[config.mk]
export PLATFORM = sky130hd
export DESIGN_NAME = mem_bus_unit
export DESIGN_NICKNAME = d
export VERILOG_FILES = /design/src/rtl/mem_bus_unit.sv
export SDC_FILE = /design/constraint.sdc
export NUM_CORES = 1
export LEC_CHECK = 0
export ABC_CLOCK_PERIOD_IN_PS = 2800
export BUFFER_PORTS_ARGS = -buffer_cell sky130_fd_sc_hd__buf_4
export CORE_ASPECT_RATIO = 0.6
export CORE_MARGIN = 2
export CORE_UTILIZATION = 45
export DETAILED_ROUTE_END_ITERATION = 10
export GPL_TIMING_DRIVEN = 1
export PLACE_DENSITY = 0.81
export REMOVE_ABC_BUFFERS = 1
export SLEW_MARGIN = 20
export SYNTH_ARGS = -nofsm -noshare
export SYNTH_HDL_FRONTEND = slang
export SYNTH_SLANG_ARGS = --single-unit
[constraint.sdc]
create_clock -name clk -period 2.8 [get_ports clk]
set_clock_uncertainty 0.15 [all_clocks]
set_input_delay 0.14 -clock clk [delete_from_list [all_inputs] [get_ports clk]]
set_output_delay 0.14 -clock clk [all_outputs]
set_load 0.01 [all_outputs]
[src/rtl/mem_bus_unit.sv]
// Purpose: memory bus interface unit. It holds MAR/MDR and runs a single read
//          or write handshake (mem_req/mem_ack) per command, with an optional timeout.
// Latency: a command sampled at edge N raises mem_req in cycle N+1. The earliest
//          done pulse is in cycle N+2, and the next command is accepted at edge N+3.
// Backpressure: commands and register loads are ignored while busy. mem_req
//          stays high until mem_ack arrives or TIMEOUT un-acked cycles elapse.
//
// Ports:
//   clk, reset (async, active-low)
//   bus_in, MAR_enable, MDR_enable       - register loads from the internal bus (IDLE only)
//   Read, Write                          - start a transaction (Read wins if both are set)
//   mem_rdata, mem_ack                   - memory response
//   mem_addr, mem_wdata, mem_req, mem_we - memory request side
//   MDR_data_out                         - MDR contents back to the bus mux
//   busy, done, error                    - status; done/error are one-cycle pulses

module mem_bus_unit #(
  parameter int DATA_W  = 32,
  parameter int ADDR_W  = 9,
  parameter int TIMEOUT = 15
) (
  input  logic              clk,
  input  logic              reset,
  input  logic [DATA_W-1:0] bus_in,
  input  logic              MAR_enable,
  input  logic              MDR_enable,
  input  logic              Read,
  input  logic              Write,
  input  logic [DATA_W-1:0] mem_rdata,
  input  logic              mem_ack,
  output logic [ADDR_W-1:0] mem_addr,
  output logic [DATA_W-1:0] mem_wdata,
  output logic              mem_req,
  output logic              mem_we,
  output logic [DATA_W-1:0] MDR_data_out,
  output logic              busy,
  output logic              done,
  output logic              error
);

  localparam int CNT_W = (TIMEOUT < 1) ? 1 : $clog2(TIMEOUT + 1);
  // The timeout fires when the cycle that brings the count to TIMEOUT also has no ack.
  localparam logic [CNT_W-1:0] CNT_LAST = CNT_W'((TIMEOUT > 0) ? TIMEOUT - 1 : 0);

  typedef enum logic [1:0] {
    S_IDLE   = 2'd0,
    S_ACCESS = 2'd1,
    S_DONE   = 2'd2
  } state_t;

  state_t             state, state_nxt;
  logic [ADDR_W-1:0]  mar;
  logic [DATA_W-1:0]  mdr;
  logic [CNT_W-1:0]   cnt;
  logic               start_rd, start_wr, ack_hit, to_hit;

  // Next-state and transaction events
  always_comb begin
    state_nxt = state;
    start_rd  = 1'b0;
    start_wr  = 1'b0;
    ack_hit   = 1'b0;
    to_hit    = 1'b0;
    case (state)
      S_IDLE: begin
        if (Read) begin
          start_rd  = 1'b1;
          state_nxt = S_ACCESS;
        end else if (Write) begin
          start_wr  = 1'b1;
          state_nxt = S_ACCESS;
        end
      end
      S_ACCESS: begin
        // An ack in the last allowed cycle beats the timeout.
        if (mem_ack) begin
          ack_hit   = 1'b1;
          state_nxt = S_DONE;
        end else if ((TIMEOUT != 0) && (cnt == CNT_LAST)) begin
          to_hit    = 1'b1;
          state_nxt = S_DONE;
        end
      end
      S_DONE:  state_nxt = S_IDLE;
      default: state_nxt = S_IDLE;
    endcase
  end

  // State, request flags and status pulses
  always_ff @(posedge clk or negedge reset) begin
    if (!reset) begin
      state   <= S_IDLE;
      mem_req <= 1'b0;
      mem_we  <= 1'b0;
      done    <= 1'b0;
      error   <= 1'b0;
      cnt     <= '0;
    end else begin
      state   <= state_nxt;
      mem_req <= (state_nxt == S_ACCESS);
      done    <= (state_nxt == S_DONE);
      error   <= to_hit;

      if (start_rd || start_wr) begin
        mem_we <= start_wr;
      end else if (state_nxt != S_ACCESS) begin
        mem_we <= 1'b0;
      end

      // The count saturates instead of wrapping; this only matters when TIMEOUT is 0.
      if (start_rd || start_wr) begin
        cnt <= '0;
      end else if ((state == S_ACCESS) && !mem_ack && (cnt != '1)) begin
        cnt <= cnt + 1'b1;
      end
    end
  end

  // MAR / MDR
  always_ff @(posedge clk or negedge reset) begin
    if (!reset) begin
      mar <= '0;
      mdr <= '0;
    end else begin
      if ((state == S_IDLE) && MAR_enable) begin
        mar <= bus_in[ADDR_W-1:0];
      end
      // A read issued in the same cycle owns MDR, so the bus load is suppressed.
      if ((state == S_IDLE) && MDR_enable && !Read) begin
        mdr <= bus_in;
      end else if (ack_hit && !mem_we) begin
        mdr <= mem_rdata;
      end
    end
  end

  assign mem_addr     = mar;
  assign mem_wdata    = mdr;
  assign MDR_data_out = mdr;
  assign busy         = (state != S_IDLE);

endmodule

Word level (Yosys, flattened, before mapping):

Index checks and enable logic that the tools add are counted.

* register bits after elaboration: 51
* word-level logic and storage cells: 51
* bits of input ports: 71
* output and inout bits: 78

* multiplexer cells: 21
* add/sub/neg operators: 1
* equality and inequality tests: 6
* reductions and logical operators: 15

Operators with widths (count)
* $mux W32: 2
* $mux W1: 12
* $mux W2: 4
* $mux W4: 2
* $reduce_bool A2 Y1: 4
* $logic_and A1 B1 Y1: 6
* $add A4 B1 Y4 const B: 1
* $eq A2 B1 Y1 const B: 2
* $eq A4 B4 Y1 const B: 1
* $ne A4 B4 Y1 const B: 1
* $pmux W2 S2: 1
* $logic_not A1 Y1: 3
* $eq A2 B2 Y1 const B: 1
* $logic_not A2 Y1: 1
* $ne A2 B1 Y1 const B: 1
* $logic_or A1 B1 Y1: 1

Logic depth before layout (Yosys ltp):

* word-level depth: 7
* mapped depth: 5
* depth with buffers taken out: 5

Worst setup path after synthesis:

OpenSTA, ideal clock, no wires.

* path kind: reg2reg
* start point: reg state[1]
* end point: reg mdr[10], in the netlist MDR_data_out[10]
* period minus slack after synthesis: 1.958 ns
* slack: 0.842 ns
* arrival time: 1.683 ns
* setup time: 0.125 ns
* stages on the path, launching flop included: 6
* path buffers: 2
* required time: 2.525 ns
* cell sequence: dfrtp_1 > buf_6 > nor4b_4 > buf_6 > mux2_2 > mux2_2

* cells in the longest elaborated chain, start to end: 4
* elaborated cells on any way between the ends: 8
* classes of those cells: 1 x eq/ne; 2 x mux; 5 x reduce/logical

Ends and longest elaborated chain
* start: declaration: line 51 `state_t state, state_nxt;`
* start signal: assignment: line 99 `state <= state_nxt;`
* $eq A2 B1 Y1 or $logic_not A2 Y1 (tied branches): line 64, 129
* $mux W1 or $logic_and A1 B1 Y1 (tied branches): line 64, 129
* $logic_and A1 B1 Y1 (on tied branches): line 131, 129
* $reduce_bool A2 Y1 (no line) or $mux W32 (tied branches)
* end signal: assignment: line 130 `mdr <= bus_in;`
* end signal: assignment: line 132 `mdr <= mem_rdata;`
* end: declaration: line 53 `logic [DATA_W-1:0] mdr;`

Parallel ways exist; a longest one is shown, timed or not.
A chain may end at the register's enable or synchronous reset.

Worst setup path after layout:

* start point: in Read
* end point: reg mdr[29], in the netlist MDR_data_out[29]

* cells in the longest elaborated chain, start to end: 3
* elaborated cells on any way between the ends: 4
* classes of those cells: 1 x mux; 3 x reduce/logical

Ends and longest elaborated chain
* start: declaration: line 27 `input logic Read,`
* $logic_not A1 Y1 *: line 129 `if ((state == S_IDLE) && MDR_enable && !Read) begin`
* $logic_and A1 B1 Y1 *: line 129
* $mux W32 or $reduce_bool A2 Y1 (tied branches)

Every way passes the cells marked *; elsewhere a longest branch is shown, timed or not.

==> run metrics <==
most numerous cell in the Yosys netlist=mux2_2; Max Cap Viol=0; final hold vios=0; initial antenna violation count=0; P_int=0.002474 W; largest net degree at the start of global routing=52; worst-skew pair later-pin latency=290 ps; chip height=64.16 µm; Setup TNS Final=0 ps; worst vdd ir=0.5417 mV; area leader, netlist=dfrtp_1; Core Area=5702 µm²; drt drc=0; CP max FO=11; setup violators final=0; asr flop ratio synth=1.000; GRT overflow=0; sequential fraction of the synthesis area=0.4703; share of layout cells above drive strength 1=0.6617; met3 Track Usage GR=0.05918; Final nets=409; vias=2045; Finished Layout Cells=417; Die ar.=6688 µm²; post-CTS setup buffer count=0; placed cell count=397; outcome=completed; vias per std cell=4.904; top_reg_cell synth=dfrtp_1; crit-path most repeated cell=buf_4; M1 GR Usage=0.2370; IO buf count=148; Critical Path Sink Type=flop; PD cells=998.5 nW/µm²; largest cells by area after synthesis=dfrtp_1 (47%), mux2_2 (25%), buf_4 (8.9%), mux2_1 (4.1%), buf_6 (2.9%); Logic pwr share=0.533; Final Routed Wirelength=6286 µm; Syn Inst Count=205; area of the multi-input gates=1092 µm²; chip width=104.3 µm; std cell rows=21; critical path start-end classification=primary input to flop; Synth Register Bits=51; Routed Antenna Nets=0; EDFF count, synth=0; top cell types by occurrence after synthesis=mux2_2 (61), dfrtp_1 (51), buf_4 (32), mux2_1 (10), buf_6 (7); Placement Cell Area=3625 µm²; total net switching power=0.001347 W; Sw Share=0.3525; synth warn=0; post-DP HPWL=4708 µm; worst slew pin tran=628.3 ps; clock power share=0.103; Worst EP arrival=2230 ps; initial cell density of the core=0.4760; RSZ-0062 raised after global routing=no; slew margin rel.=0.5811; # IOs=149; leakage=1.828 nW; CP top delay family=buffers and inverters; Worst setup SP type=primary input; CTS tree=yes; total iterations of the first detailed-routing run=4; CP max-delay cell=dlygate4sd3_1; GRT busiest layer=met2; H-tree level count=2; first-pass GRT wire length=10120 µm; Max Buffers Root-to-Sink=2; fillers=424; ant diodes=0; min cycle time layout=2200 ps; Layout area overhead=40.99%; post-route cell area=3826 µm²; synthesized area=2714 µm²; Final GP Congestion=0.8083; Critical Path RT=2830 ps; top-area cell type share of the netlist area=0.4703; period utilisation layout=0.7856; crit path cell chain=dlygate4sd3_1 > buf_4 > or3b_4 > a21oi_4 > buf_4 > mux2_2; post-synthesis cell type count=29; syn avg cell area=13.24 µm²; max-slew violation count=0; CTS buffer count=5; max incr delay on CP=550 ps; clock sinks=51; Flop pwr share=0.364; Routed WL per cell=15.07 µm; met2 GRT Util=0.3191; vias in the first global route=2087; FF/Latch Area=1276 µm²; crit path buf inv count=3; worst min path class=primary input to flop; Total GRT Usage=0.1911; Max Freq=454.6 MHz; 1st-iter DRT viols=61; clock root cell=clkbuf_8; clock-pin slew on the worst setup and hold paths=80 ps
-- registers in the layout, indices dropped and copies added (netlist names) --
name and cells:
MDR_data_out 32, cnt 4, done 1, error 1
mem_addr 9, mem_req 1, mem_we 1, state 2
-- worst min-delay path, delay by kind of cell --
family | cells | cell delay (ps)
compound gates | 1 | 140
mux | 1 | 50
buf+inv | 1 | 70
-- power by group through the flow --
stage | Combinational, W | Clock (W) | Sequential [W]
after floorplan | 0.000642 | 0 | 0.00162
after global placement | 0.00201 | 0 | 0.00138
after detailed placement | 0.00204 | 0 | 0.00140
after CTS | 0.00206 | 0.000412 | 0.00139
after global routing | 0.00218 | 0.000445 | 0.00145
final | 0.00203 | 0.000395 | 0.00139
-- cell families (layout without fill, tap and decap cells) --
logic type | count (synthesis) | after routing | synth area share
multiplexers | 74 | 74 | 0.3057
buffers and inverters | 43 | 175 | 0.1272
flip-flops | 51 | 51 | 0.4703
adder cells (fa/ha/maj) | 2 | 2 | 0.009219
AO/OA/AOI/OAI | 13 | 13 | 0.03181
AND/OR/NAND/NOR | 22 | 22 | 0.05578
-- path summary, 6_finish.rpt --
path,start,to,slack [ps],cells past startpoint
min in group asynchronous,reset,mem_addr[5],240,2
max,Read,MDR_data_out[29],600,6
max reg2reg,state[0],MDR_data_out[29],680,4
max in group asynchronous,reset,MDR_data_out[19],1840,2
min reg2reg,mem_addr[6],mem_addr[6],370,1
min,mem_rdata[0],MDR_data_out[0],6,3
-- layout make-up --
cell class	count	area share
Sequential cell	51	0.3336
Timing Repair Buffer	165	0.3316
Multi-Input combinational cell	111	0.2855
Tap cell	80	0.02616
Clock buffer	7	0.01995
Inverter	2	0.001962
Clock inverter	1	0.001308
-- per-stage QoR --
step	util	power, W	setup slack [ps]	hold slack (ps)
floorplan	-	0.002264	161.2	-305.6
global route	0.6711	0.004070	534.6	26.94
detailed placement	0.6357	0.003440	681.3	56.23
global placement	0.6357	0.003391	717.0	51.12
finish	0.6711	0.003820	600.2	6.416
CTS	0.6711	0.003865	621.0	5.818
-- repair_timing --
item	in CTS	in global routing
hold endpoints to repair	62	0
hold buffers	12	0
resized for setup	0	0
-- metal layers --
layer / up-vias / part of all wire
li1: 953 / -
met1: 967 / 0.42
met2: 115 / 0.46
met3: 10 / 0.095
met4: 0 / 0.018
met5: - / 0
-- cells in the final DEF (no fill, tap or decap), drive strengths merged --
| master | n |
|---|---|
| clkbuf | 7 |
| nor4b | 1 |
| nand2 | 1 |
| ha | 2 |
| mux2i | 3 |
| a21o | 2 |
| or3b | 2 |
| nor4bb | 1 |
| a31oi | 1 |
| dfrtp | 51 |
| nor2 | 4 |
| and3 | 1 |
| or3 | 1 |
| inv | 2 |
| mux2 | 71 |
| a21oi | 4 |
| nand3b | 1 |
| and2 | 1 |
| a32oi | 1 |
| nor3b | 3 |
| clkinv | 1 |
| nor3 | 1 |
| o21ai | 5 |
| nand3 | 5 |
| buf | 153 |
| dlygate4sd3 | 12 |
(Power assumes the default switching activity.)
